[src/rtl/pmodad1_rx.sv]
// SPI read master for a dual 12-bit ADC pair (shared CS/SCLK), 24-bit sample-pair stream out.
// Optional leading-zero check enabled by defining PMODAD1_ZERO_CHECK_EN (adds frame_err).
//
// state | meaning
// IDLE  | cs high, waiting for start
// SETUP | cs low, sclk high for CLK_DIV cycles before the first bit
// SHIFT | 16 bit periods, sclk low then high, data captured on the rising edge
// QUIET | cs high for QUIET_CYC cycles before start is accepted again
module pmodad1_rx #(
    parameter int CLK_DIV   = 2,
    parameter int QUIET_CYC = 24
) (
    input  logic        clk,
    input  logic        rst,
    input  logic        start,
    output logic        busy,
    output logic [23:0] m_data,
    output logic        m_valid,
    input  logic        m_ready,
    output logic        overrun,
    output logic        cs,
    output logic        sclk,
    input  logic        sdata0,
    input  logic        sdata1
`ifdef PMODAD1_ZERO_CHECK_EN
    ,
    output logic        frame_err
`endif
);

    typedef enum logic [1:0] {IDLE, SETUP, SHIFT, QUIET} state_t;

    localparam logic [7:0] DIV_LOAD   = 8'(CLK_DIV - 1);
    localparam logic [9:0] QUIET_LOAD = 10'(QUIET_CYC - 1);

    state_t      state, state_nxt;
    logic [7:0]  cnt, cnt_nxt;
    logic [9:0]  qcnt, qcnt_nxt;
    logic [3:0]  bit_idx, bit_idx_nxt;
    logic [11:0] sr0, sr0_nxt, sr1, sr1_nxt;
    logic        cs_nxt, sclk_nxt, busy_nxt, m_valid_nxt, overrun_nxt;
    logic [23:0] m_data_nxt;
`ifdef PMODAD1_ZERO_CHECK_EN
    logic        lead_err, lead_err_nxt, frame_err_nxt;
`endif

    always_ff @(posedge clk or posedge rst) begin
        if (rst) begin
            state   <= IDLE;
            cnt     <= '0;
            qcnt    <= '0;
            bit_idx <= '0;
            sr0     <= '0;
            sr1     <= '0;
            cs      <= 1'b1;
            sclk    <= 1'b1;
            busy    <= 1'b0;
            m_data  <= '0;
            m_valid <= 1'b0;
            overrun <= 1'b0;
`ifdef PMODAD1_ZERO_CHECK_EN
            lead_err  <= 1'b0;
            frame_err <= 1'b0;
`endif
        end else begin
            state   <= state_nxt;
            cnt     <= cnt_nxt;
            qcnt    <= qcnt_nxt;
            bit_idx <= bit_idx_nxt;
            sr0     <= sr0_nxt;
            sr1     <= sr1_nxt;
            cs      <= cs_nxt;
            sclk    <= sclk_nxt;
            busy    <= busy_nxt;
            m_data  <= m_data_nxt;
            m_valid <= m_valid_nxt;
            overrun <= overrun_nxt;
`ifdef PMODAD1_ZERO_CHECK_EN
            lead_err  <= lead_err_nxt;
            frame_err <= frame_err_nxt;
`endif
        end
    end

    always_comb begin
        state_nxt   = state;
        cnt_nxt     = cnt;
        qcnt_nxt    = qcnt;
        bit_idx_nxt = bit_idx;
        sr0_nxt     = sr0;
        sr1_nxt     = sr1;
        cs_nxt      = cs;
        sclk_nxt    = sclk;
        m_data_nxt  = m_data;
        m_valid_nxt = m_valid;
        overrun_nxt = 1'b0;
`ifdef PMODAD1_ZERO_CHECK_EN
        lead_err_nxt  = lead_err;
        frame_err_nxt = 1'b0;
`endif
        if (m_valid && m_ready)
            m_valid_nxt = 1'b0;

        case (state)
            IDLE: begin
                if (start) begin
                    state_nxt = SETUP;
                    cs_nxt    = 1'b0;
                    cnt_nxt   = DIV_LOAD;
                end
            end
            SETUP: begin
                if (cnt == 8'd0) begin
                    state_nxt   = SHIFT;
                    sclk_nxt    = 1'b0;
                    cnt_nxt     = DIV_LOAD;
                    bit_idx_nxt = '0;
`ifdef PMODAD1_ZERO_CHECK_EN
                    lead_err_nxt = 1'b0;
`endif
                end else begin
                    cnt_nxt = cnt - 8'd1;
                end
            end
            SHIFT: begin
                if (cnt != 8'd0) begin
                    cnt_nxt = cnt - 8'd1;
                end else if (!sclk) begin
                    // 12-bit registers let the four leading bits fall off the top naturally
                    sclk_nxt = 1'b1;
                    cnt_nxt  = DIV_LOAD;
                    sr0_nxt  = {sr0[10:0], sdata0};
                    sr1_nxt  = {sr1[10:0], sdata1};
`ifdef PMODAD1_ZERO_CHECK_EN
                    if (bit_idx < 4'd4 && (sdata0 || sdata1))
                        lead_err_nxt = 1'b1;
`endif
                end else if (bit_idx == 4'd15) begin
                    state_nxt   = QUIET;
                    cs_nxt      = 1'b1;
                    qcnt_nxt    = QUIET_LOAD;
                    m_data_nxt  = {sr1, sr0};
                    m_valid_nxt = 1'b1;
                    overrun_nxt = m_valid && !m_ready;
`ifdef PMODAD1_ZERO_CHECK_EN
                    frame_err_nxt = lead_err;
`endif
                end else begin
                    sclk_nxt    = 1'b0;
                    cnt_nxt     = DIV_LOAD;
                    bit_idx_nxt = bit_idx + 4'd1;
                end
            end
            QUIET: begin
                if (qcnt == 10'd0)
                    state_nxt = IDLE;
                else
                    qcnt_nxt = qcnt - 10'd1;
            end
            default: state_nxt = IDLE;
        endcase

        busy_nxt = (state_nxt != IDLE);
    end

endmodule

[config.mk]
export PLATFORM = sky130hd
export DESIGN_NAME = pmodad1_rx
export DESIGN_NICKNAME = d
export VERILOG_FILES = /design/src/rtl/pmodad1_rx.sv
export SDC_FILE = /design/constraint.sdc
export NUM_CORES = 1
export LEC_CHECK = 0
export ABC_CLOCK_PERIOD_IN_PS = 3610
export CAP_MARGIN = 20
export CORE_ASPECT_RATIO = 0.6
export CORE_MARGIN = 2
export CORE_UTILIZATION = 45
export DETAILED_ROUTE_END_ITERATION = 10
export GPL_TIMING_DRIVEN = 0
export PLACE_DENSITY_LB_ADDON = 0.12
export SYNTH_ARGS = -nofsm -noshare
export SYNTH_HDL_FRONTEND = slang
export SYNTH_SLANG_ARGS = --single-unit
[constraint.sdc]
create_clock -name clk -period 3.61 [get_ports clk]
set_clock_uncertainty 0.1 [all_clocks]
set_input_delay 1.083 -clock clk [delete_from_list [all_inputs] [get_ports clk]]
set_output_delay 1.083 -clock clk [all_outputs]
set_load 0.05 [all_outputs]
==> metrics.csv, run 1 <==
stage;metric;value;unit
status;status;completed;
sta;f_max;338;MHz
worst_setup_path;Crit path buffers/inverters;1;
grt;initial antenna violation count;0;
clocking;CTS resizes;0;
final_layout;finished layout cell area;0.00451;sq mm
logic_synthesis;Syn Inst Count;354;
drt;wire per inst;14.7;um
worst_setup_path;kind of critical path;flop to output port;
clocking;CTS root buf;clkbuf_16;
logic_synthesis;Synth top area share;0.509;
logic_synthesis;YS warnings;0;
worst_setup_path;Worst EP arrival;1.78;ns
drt;drt first pass iters;4;
grt;grt total ovfl;0;
power_and_ir_drop;pwr/cell area;421;mW/mm^2
logic_synthesis;Synth Net Count;370;
clocking;Num CTS Buffers;9;
final_layout;Nets;416;
sta;Final Cycle Share;0.821;
clocking;hold_buf cts;0;
worst_setup_path;Startpoint Class;flop;
worst_setup_path;RR Endpoint;qcnt[4];
logic_synthesis;Yosys cell types;46;
sta;relative slew slack;0.614;
die;Die Y;74.1;um
grt;Global Route Usage Sum;0.182;
worst_setup_path;R2R setup slack;0.89;ns
final_layout;Fillers;707;
sta;Final Hold Vio Count;0;
final_layout;Layout area overhead;22.3;%
clocking;TritonCTS Sinks;77;
power_and_ir_drop;leakage;2.18;nW
placed_design;hpwl dp;5.07;mm
clocking;H-Tree Depth;3;
hold_path;Worst Hold End;m_data[12];
hold_path;HP Class;flop to flop;
logic_synthesis;Synth area leaders;dfrtp_1 51%, nand2_1 9.7%, mux2_4 8.1%;
grt;largest net degree at the start of global routing;60;
clocking;clk_lat worst skew;0.34;ns
power_and_ir_drop;total power;1.90;mW
die;initial core utilization;0.466;
sta;measured slew at the worst slew-check pin;0.577;ns
final_layout;most common cell after layout, fill and taps aside;nand2_1;
logic_synthesis;ys flop type;dfrtp_1;
placed_design;Port Buffer Count;34;
power_and_ir_drop;VDD IR max;0.317;mV
worst_setup_path;CP max-delay cell;clkdlybuf4s50_1;
logic_synthesis;Seq/Total Area, Yosys;0.523;
final_layout;share of layout cells above drive strength 1;0.138;
worst_setup_path;Crit path max-delay family;buffers and inverters;
hold_path;Worst Hold Launch;m_data[12];
worst_setup_path;Reg2Reg Launch Point;state[0];
grt;number of global-route vias before repair;2414;
worst_setup_path;WP data required;2.43;ns
worst_setup_path;CP max FO;8;
sta;RSZ-0062 raised after global routing;no;
clocking;Clock transition at path regs;0.06;ns
logic_synthesis;Synth Cell Area;0.00369;sq mm
final_layout;Core Util, Final;0.570;
placed_design;gpl congestion;0.821;
hold_path;hold depth;2;
drt;via count;2647;
placed_design;Placed Area;0.00420;sq mm
worst_setup_path;crit path cell chain;clkdlybuf4s50_1;
sta;Final setup viols;0;
drt;final wirelength;7.54;mm
grt;first-pass GRT wire length;12.4;mm
drt;Starting DRT DRC Count;144;
die;core area;0.00791;sq mm
worst_setup_path;FF-to-FF path depth;9;
final_layout;most frequent cells in the layout;95 x nand2_1, 75 x dfrtp_1, 34 x clkdlybuf4s50_1;
logic_synthesis;largest area contributor in the synthesized netlist;dfrtp_1;
run;Max Cap Viol;0;
clocking;CTS tree;yes;
worst_setup_path;Worst Setup End Kind;output port;
drt;Via-to-Cell Ratio;5.16;
clocking;CTS max path bufs;2;
drt;DRC;0;
die;Horiz. Die Dim;121;um
die;FP Rows;25;
logic_synthesis;Synth Area per Inst;10.4;sq um
clocking;# Post-CTS Setup Buffers;0;
logic_synthesis;async set-reset flop share out of synthesis;1.00;
sta;Slew Limit Fails;0;
drt;Detail Route Antenna Nets;0;
die;Ports;35;
worst_setup_path;Slowest Stage Delay on Critical Path;0.83;ns
logic_synthesis;Post-synth EDFFs;0;
sta;Tmin final;2.96;ns
logic_synthesis;Synth Register Bits;77;
final_layout;# diodes;0;
die;die area;0.00896;sq mm
-- metrics by stage --
step / worst slack, ns / std cells / setup TNS, ns / hold WS (ns)
2_1_floorplan: 0.464 / 354 / 0 / 0.346
3_3_place_gp: -0.867 / 496 / -64.75 / 0.350
3_5_place_dp: 0.954 / 497 / 0 / 0.354
4_1_cts: 0.644 / 513 / 0 / 0.368
5_1_grt: 0.623 / 513 / 0 / 0.388
6_report: 0.647 / 513 / 0 / 0.363
-- kinds of logic (layout without fill, tap and decap cells) --
family | after synthesis | count (layout) | synth area share
simple gates | 154 | 154 | 0.198
flops | 77 | 77 | 0.523
xor+xnor | 6 | 6 | 0.0142
buf+inv | 27 | 78 | 0.0387
mux | 27 | 27 | 0.102
compound gates | 53 | 53 | 0.0905
fa+ha+maj | 10 | 10 | 0.0339
-- per-layer routing --
layer | up-vias | part of all wire | track usage
met5 | - | 0 | 0
met4 | 0 | 0.0098 | 0.0491
met3 | 10 | 0.044 | 0.0660
met2 | 57 | 0.39 | 0.231
met1 | 1273 | 0.56 | 0.286
li1 | 1307 | - | -
-- worst max path at each step --
stage	cells after the start	from	to
global route	1	sclk	sclk
CTS	1	sclk	sclk
global placement	2	rst	state[0]
detailed placement	5	start	cnt[0]
floorplan	1	rst	bit_idx[0]
finish	1	sclk	sclk
-- cell type report --
class / count / area [sq um] / area share
plain buffers: 13 / 90.1 / 0.0200
inverters: 14 / 55.1 / 0.0122
clock inverters: 6 / 87.6 / 0.0194
repair buffers: 35 / 368 / 0.0815
well taps: 108 / 135 / 0.0300
multi-input cells: 250 / 1620 / 0.359
flip-flops and latches: 77 / 1930 / 0.428
clock buffers: 10 / 229 / 0.0507
-- synthesized netlist by cell type, types with 4 or more instances --
master,instances
inv_1,14
a21oi_1,13
o21ai_0,16
nor2_1,17
nand2_1,95
mux2_4,20
a211oi_1,7
nor3_1,9
or3_1,5
mux2_2,4
ha_1,10
dfrtp_1,75
nand2b_1,4
xnor2_1,6
nand3_1,4
clkbuf_1,8
-- report_power, final --
| group | total (mW) | switching (mW) | leakage (nW) | internal [mW] |
|---|---|---|---|---|
| Combinational | 0.0458 | 0.0210 | 1.03 | 0.0248 |
| Clock | 0.963 | 0.358 | 0.156 | 0.605 |
| Sequential | 0.889 | 0.0115 | 0.994 | 0.877 |
-- flip-flops by register name, summed over array words and instances, names as in the netlist --
name and cells:
m_data 24, sr0 12, sr1 12, qcnt 10, cnt 8, bit_idx 4, state 2, busy 1
cs 1, m_valid 1, overrun 1, sclk 1
(Power assumes the default switching activity.)
==> run 2, diff against run 1 <==
--- a/config.mk
+++ b/config.mk
@@ -5,7 +5,7 @@
 export SDC_FILE = /design/constraint.sdc
 export NUM_CORES = 1
 export LEC_CHECK = 0
-export ABC_CLOCK_PERIOD_IN_PS = 3610
+export ABC_CLOCK_PERIOD_IN_PS = 2400
 export CAP_MARGIN = 20
 export CORE_ASPECT_RATIO = 0.6
 export CORE_MARGIN = 2
==> constraint.sdc (replaced) <==
create_clock -name clk -period 2.4 [get_ports clk]
set_clock_uncertainty 0.1 [all_clocks]
set_input_delay 0.72 -clock clk [delete_from_list [all_inputs] [get_ports clk]]
set_output_delay 0.72 -clock clk [all_outputs]
set_load 0.05 [all_outputs]
==> run 2 against run 1 <==
Core utilization grew 0.49 points. Via count is 0.94% higher. Design area rose by 0.86%. Largest power group unchanged.
==> metrics.csv, run 2 (same netlist as run 1, synthesis figures left out) <==
stage;metric;value;unit;change
drt;Detail Route Antenna Nets;0;;unchanged
final_layout;most frequent cells in the layout;95 x nand2_1, 75 x dfrtp_1, 32 x clkdlybuf4s50_1;;
die;Horiz. Die Dim;121;um;unchanged
final_layout;biggest regs;m_data (24), sr0 (12), sr1 (12);;
hold_path;hold depth;2;;unchanged
grt;first-pass GRT wire length;12.7;mm;+1.7%
sta;f_max;429;MHz;
clocking;H-Tree Depth;3;;unchanged
clocking;TritonCTS Sinks;77;;unchanged
worst_setup_path;Crit path max-delay family;buffers and inverters;;
sta;Final Hold Vio Count;0;;unchanged
drt;final wirelength;7.56;mm;+0.28%
final_layout;most common cell after layout, fill and taps aside;nand2_1;;
sta;Final Cycle Share;0.972;;
clocking;Clock transition at path regs;0.06;ns;about the same
placed_design;Port Buffer Count;34;;unchanged
drt;Starting DRT DRC Count;190;;+32%
sta;Fin Hold WS;0.363;ns;-0.000116 ns
clocking;# Post-CTS Setup Buffers;0;;unchanged
final_layout;Layout area overhead;23.3;%;
worst_setup_path;Worst EP arrival;1.51;ns;-0.27 ns
worst_setup_path;FF-to-FF path depth;8;;-1
power_and_ir_drop;leakage;2.21;nW;+1.3%
final_layout;Fillers;694;;-1.8%
grt;largest net degree at the start of global routing;32;;-47%
drt;drt first pass iters;4;;unchanged
worst_setup_path;CP max-delay cell;clkdlybuf4s50_1;;
sta;Tmin final;2.33;ns;
die;FP Rows;25;;unchanged
sta;measured slew at the worst slew-check pin;0.556;ns;-0.0205 ns
worst_setup_path;Startpoint Class;flop;;
run;Max Cap Viol;0;;unchanged
final_layout;# diodes;0;;unchanged
sta;RSZ-0062 raised after global routing;no;;
worst_setup_path;CP max FO;2;;-6
final_layout;Core Util, Final;0.575;;+0.00490
die;Ports;35;;unchanged
sta;relative slew slack;0.628;;+0.0137
clocking;hold_buf cts;0;;unchanged
clocking;CTS tree;yes;;
final_layout;Nets;416;;unchanged
sta;Slew Limit Fails;0;;unchanged
final_layout;Largest register FFs;24;;unchanged
final_layout;share of layout cells above drive strength 1;0.163;;+0.0247
die;core area;0.00791;sq mm;unchanged
worst_setup_path;Crit path buffers/inverters;1;;unchanged
drt;wire per inst;14.7;um;+0.28%
worst_setup_path;kind of critical path;flop to output port;;
power_and_ir_drop;VDD IR max;0.384;mV;+21%
grt;Global Route Usage Sum;0.185;;+0.00257
sta;setup ws final;0.0666;ns;-0.580 ns
drt;DRC;0;;unchanged
worst_setup_path;Slowest Stage Delay on Critical Path;0.81;ns;-0.02 ns
die;initial core utilization;0.466;;unchanged
drt;via count;2672;;+0.94%
die;die area;0.00896;sq mm;unchanged
placed_design;gpl congestion;0.862;;+5.0%
drt;Via-to-Cell Ratio;5.21;;+0.94%
worst_setup_path;Stages on worst setup path;1;;unchanged
worst_setup_path;crit path cell chain;clkdlybuf4s50_1;;
clocking;CTS max path bufs;2;;unchanged
grt;grt total ovfl;0;;unchanged
hold_path;HP Class;flop to flop;;
clocking;CTS root buf;clkbuf_16;;
sta;Final setup viols;0;;unchanged
power_and_ir_drop;pwr/cell area;619;mW/mm^2;+47%
worst_setup_path;Worst Setup End Kind;output port;;
placed_design;DP Worst Slack;-0.227;ns;-1.18 ns
placed_design;hpwl dp;5.20;mm;+2.5%
status;status;completed;;
clocking;clk_lat worst skew;0.33;ns;about the same
worst_setup_path;WP data required;1.58;ns;-0.85 ns
grt;initial antenna violation count;0;;unchanged
final_layout;Top reg by flops;m_data;;
clocking;Num CTS Buffers;9;;unchanged
grt;number of global-route vias before repair;2491;;+3.2%
die;Die Y;74.1;um;unchanged
run 2: changes by cell type in the layout (fill, tap and decap cells not counted), moves of 2 or more:
cell | before | now
clkbuf_1 | 9 | 3
clkinvlp_4 | 0 | 3
a211oi_1 | 7 | 5
a211oi_2 | 1 | 3
buf_12 | 2 | 4
clkbuf_2 | 0 | 2
clkbuf_4 | 0 | 2
clkbuf_8 | 0 | 2
clkdlybuf4s50_1 | 34 | 32
dlygate4sd2_1 | 0 | 2
run 2: worst reg2reg max path, stage by stage, from the launching register on:
cell     delay, ns
dfrtp_1       0.40
inv_1         0.10
ha_1          0.16
nor3b_4       0.33
nand2_4       0.13
or3_1         0.35
buf_6         0.16
buf_12        0.15
mux2_4        0.29
run 2: path summary, 6_finish.rpt:
| check | start | end | slack [ns] |
|---|---|---|---|
| worst max-delay path | m_data[23] | m_data[23] | 0.07 |
| worst min-delay path | m_data[10] | m_data[10] | 0.36 |
| worst max register to register | cnt[0] | sr0[6] | 0.12 |
| worst min register to register | m_data[10] | m_data[10] | 0.36 |
| max in group asynchronous | rst | m_data[21] | 0.81 |
| min in group asynchronous | rst | qcnt[3] | 0.67 |
run 2: layout make-up:
| type | instances | area (sq um) | area share |
|---|---|---|---|
| clock inverters | 5 | 58.8 | 0.0129 |
| well taps | 108 | 135 | 0.0297 |
| flip-flops and latches | 77 | 1930 | 0.424 |
| inverters | 14 | 56.3 | 0.0124 |
| multi-input cells | 250 | 1640 | 0.360 |
| repair buffers | 36 | 378 | 0.0830 |
| clock buffers | 11 | 253 | 0.0555 |
| plain buffers | 12 | 104 | 0.0228 |
run 2: routing by layer:
metal | wire length [um] | GRT usage
met4 | 136 | 0.0736
met1 | 4070 | 0.287
met5 | 0 | 0
met2 | 2970 | 0.238
met3 | 385 | 0.0529
run 2: report_power, final:
group / internal [mW] / total [mW] / switching (mW)
Clock: 0.862 / 1.41 / 0.547
Combinational: 0.0392 / 0.0723 / 0.0331
Sequential: 1.32 / 1.34 / 0.0172
Total: 2.22 / 2.82 / 0.597
run 2: metrics by stage:
| stage | cell area, sq um | setup TNS (ns) | power [mW] | instances |
|---|---|---|---|---|
| 5_1_grt | 4550 | 0 | 2.90 | 513 |
| 2_1_floorplan | 3690 | 0 | 1.40 | 354 |
| 3_5_place_dp | 4210 | -3.65 | 1.43 | 498 |
| 4_1_cts | 4520 | 0 | 2.84 | 513 |
| 6_report | 4550 | 0 | 2.82 | 513 |
| 3_3_place_gp | 4170 | -19.68 | 1.42 | 496 |
run 2: timing repair:
action | 4_1_cts | 5_1_grt
gates resized for setup | 7 | 12
pin swaps | 0 | 0
setup endpoints to repair | 30 | 49
hold endpoints to repair | 0 | 0
==> run 3, diff against run 2 <==
--- a/config.mk
+++ b/config.mk
@@ -5,6 +5,7 @@
 export SDC_FILE = /design/constraint.sdc
 export NUM_CORES = 1
 export LEC_CHECK = 0
+export ABC_AREA = 1
 export ABC_CLOCK_PERIOD_IN_PS = 2400
 export CAP_MARGIN = 20
 export CORE_ASPECT_RATIO = 0.6
==> run 3 against run 2 <==
Routed wire length shrank 2.4%. Area after synthesis shrank 4.3%. Power grew 55%. Via count grew 2.8%. Combinational power grew to 18 times the previous value. Worst setup slack lost 0.010 ns. Sequential power grew 21%. Final cell count grew 11%. Non-clock buffer count is the same. Synthesized cell count grew 17%. Global-route usage grew 0.99 points. Largest power group is now registers.
==> metrics.csv, run 3 <==
stage;metric;value;unit;change
status;status;completed;;
drt;Detail Route Antenna Nets;0;;unchanged
final_layout;share of layout cells above drive strength 1;0.0794;;-0.0836
grt;Global Route Usage Sum;0.195;;+0.00990
grt;first-pass GRT wire length;13.0;mm;+2.8%
drt;via count;2748;;+2.8%
grt;grt total ovfl;0;;unchanged
logic_synthesis;Synth area leaders;dfrtp_1 53%, nand2_1 10%, o21ai_0 7.7%;;
die;core area;0.00742;sq mm;-6.3%
sta;RSZ-0062 raised after global routing;no;;
worst_setup_path;Crit path max-delay family;buffers and inverters;;
logic_synthesis;Synth Register Bits;77;;unchanged
sta;Slew Limit Fails;0;;unchanged
logic_synthesis;Synth top area share;0.531;;+0.0227
logic_synthesis;largest area contributor in the synthesized netlist;dfrtp_1;;
worst_setup_path;Crit path buffers/inverters;1;;unchanged
clocking;CTS max path bufs;2;;unchanged
clocking;Num CTS Buffers;9;;unchanged
worst_setup_path;Reg2Reg Launch Point;state[0];;
sta;f_max;427;MHz;-0.43%
logic_synthesis;Synth Cell Area;0.00353;sq mm;-4.3%
worst_setup_path;worst setup path startpoint;m_data[14];;
drt;drt first pass iters;5;;+1
logic_synthesis;most numerous cell in the Yosys netlist;nand2_1;;
logic_synthesis;Yosys cell types;29;;-37%
clocking;hold_buf cts;0;;unchanged
clocking;CTS tree;yes;;
placed_design;hpwl dp;5.30;mm;+1.9%
clocking;Clock transition at path regs;0.06;ns;about the same
logic_synthesis;Synth Area per Inst;8.53;sq um;-18%
grt;largest net degree at the start of global routing;33;;+3.1%
clocking;CTS root buf;clkbuf_16;;
worst_setup_path;CP max-delay cell;clkdlybuf4s50_1;;
hold_path;Worst Hold Launch;sr1[11];;
final_layout;Layout area overhead;24.2;%;
die;Ports;35;;unchanged
clocking;H-Tree Depth;3;;unchanged
logic_synthesis;Synth Net Count;430;;+16%
sta;Final Cycle Share;0.976;;+0.00423
die;initial core utilization;0.476;;+0.00997
worst_setup_path;WP data required;1.58;ns;about the same
sta;Final setup viols;0;;unchanged
final_layout;Core Util, Final;0.591;;+0.0162
logic_synthesis;ys flop type;dfrtp_1;;
final_layout;most frequent cells in the layout;98 x nand2_1, 75 x dfrtp_1, 57 x inv_1;;
die;die area;0.00860;sq mm;-4.1%
drt;wire per inst;13.0;um;-12%
worst_setup_path;kind of critical path;flop to output port;;
logic_synthesis;Syn Inst Count;414;;+17%
run;Max Cap Viol;0;;unchanged
final_layout;Fillers;666;;-4.0%
hold_path;HP Class;flop to flop;;
worst_setup_path;Startpoint Class;flop;;
worst_setup_path;Slowest Stage Delay on Critical Path;0.81;ns;about the same
placed_design;Port Buffer Count;34;;unchanged
placed_design;gpl congestion;0.874;;+1.4%
sta;Tmin final;2.34;ns;+0.0101 ns
sta;Final Hold Vio Count;0;;unchanged
logic_synthesis;async set-reset flop share out of synthesis;1.00;;unchanged
drt;Via-to-Cell Ratio;4.82;;-7.4%
sta;relative slew slack;0.655;;+0.0273
grt;number of global-route vias before repair;2639;;+5.9%
final_layout;Largest register FFs;24;;unchanged
final_layout;Top reg by flops;m_data;;
final_layout;# diodes;0;;unchanged
die;Die Y;72.6;um;-2.0%
worst_setup_path;CP max FO;2;;unchanged
worst_setup_path;Worst EP arrival;1.52;ns;about the same
power_and_ir_drop;pwr/cell area;997;mW/mm^2;+61%
logic_synthesis;Seq/Total Area, Yosys;0.546;;+0.0233
worst_setup_path;crit path cell chain;clkdlybuf4s50_1;;
logic_synthesis;YS warnings;0;;unchanged
die;FP Rows;24;;-4.0%
sta;Fin Hold WS;0.378;ns;+0.0155 ns
logic_synthesis;Post-synth EDFFs;0;;unchanged
drt;DRC;0;;unchanged
sta;setup_tns;0;ns;unchanged
drt;final wirelength;7.38;mm;-2.4%
sta;measured slew at the worst slew-check pin;0.516;ns;-0.0401 ns
clocking;clk_lat worst skew;0.33;ns;about the same
placed_design;dpl cells;554;;+11%
drt;Starting DRT DRC Count;182;;-4.2%
clocking;TritonCTS Sinks;77;;unchanged
power_and_ir_drop;leakage;2.05;nW;-7.5%
worst_setup_path;Worst Setup End Kind;output port;;
clocking;# Post-CTS Setup Buffers;0;;unchanged
final_layout;Layout Cells excl Fill;570;;+11%
final_layout;Nets;477;;+15%
power_and_ir_drop;VDD IR max;0.516;mV;+34%
final_layout;biggest regs;m_data (24), sr0 (12), sr1 (12);;
grt;initial antenna violation count;0;;unchanged
logic_synthesis;commonest cells in the netlist;98 x nand2_1, 75 x dfrtp_1, 58 x inv_1;;
final_layout;most common cell after layout, fill and taps aside;nand2_1;;
die;Horiz. Die Dim;118;um;-2.1%
run 3: changes by cell type after synthesis, moves of 6 or more:
cell / delta
nor2_1: +24
nor3_1: -6
a211oi_1: -7
inv_1: +44
mux2_4: -20
o21ai_0: +38
xor2_1: +9
nand3_1: +13
run 3: power by group:
group	internal [mW]	switching (mW)
logic	0.418	0.855
clock network	0.968	0.507
registers	1.49	0.133
total	2.88	1.50
run 3: area by class of cell:
type / instances / area [sq um] / area share
plain buffers: 12 / 53.8 / 0.0123
clock buffers: 13 / 260 / 0.0593
clock inverters: 3 / 67.6 / 0.0154
inverters: 61 / 233 / 0.0531
multi-input cells: 264 / 1330 / 0.304
flip-flops and latches: 77 / 1930 / 0.440
well taps: 104 / 130 / 0.0297
repair buffers: 36 / 378 / 0.0862
run 3: repair_timing:
item	in CTS	in global routing
cloned	0	0
setup endpoints to repair	44	57
pin swaps	0	1
gates resized for setup	3	6
run 3: path summary, 6_finish.rpt:
check	end	slack, ns	cells past startpoint
setup / recovery	m_data[14]	0.06	1
hold / removal	sr1[11]	0.38	2
setup reg to reg	m_data[23]	0.15	7
hold reg to reg	sr1[11]	0.38	2
max in group asynchronous	m_data[20]	0.82	4
min in group asynchronous	m_data[9]	0.66	2
run 3: cells by family after synthesis:
family          share of synthesized area
simple gates                        0.199
compound gates                      0.109
mux                               0.00638
buf+inv                            0.0790
flops                               0.546
fa+ha+maj                          0.0354
xor+xnor                           0.0248
run 3: per-stage QoR:
stage	power, mW	setup slack [ns]	cell area, sq um
after floorplan	2.60	0.377	3540
after global placement	2.87	-0.232	4010
after detailed placement	2.92	-0.0783	4050
after CTS	4.41	0.0230	4370
after global routing	4.70	0.000718	4390
final	4.37	0.0564	4390
run 3: per-layer routing:
metal	GRT usage	share of wire	vias to the layer above
li1	-	-	1390
met2	0.281	0.41	47
met4	0.0397	0.0038	0
met3	0.0758	0.051	5
met1	0.282	0.53	1306
met5	0	0	-
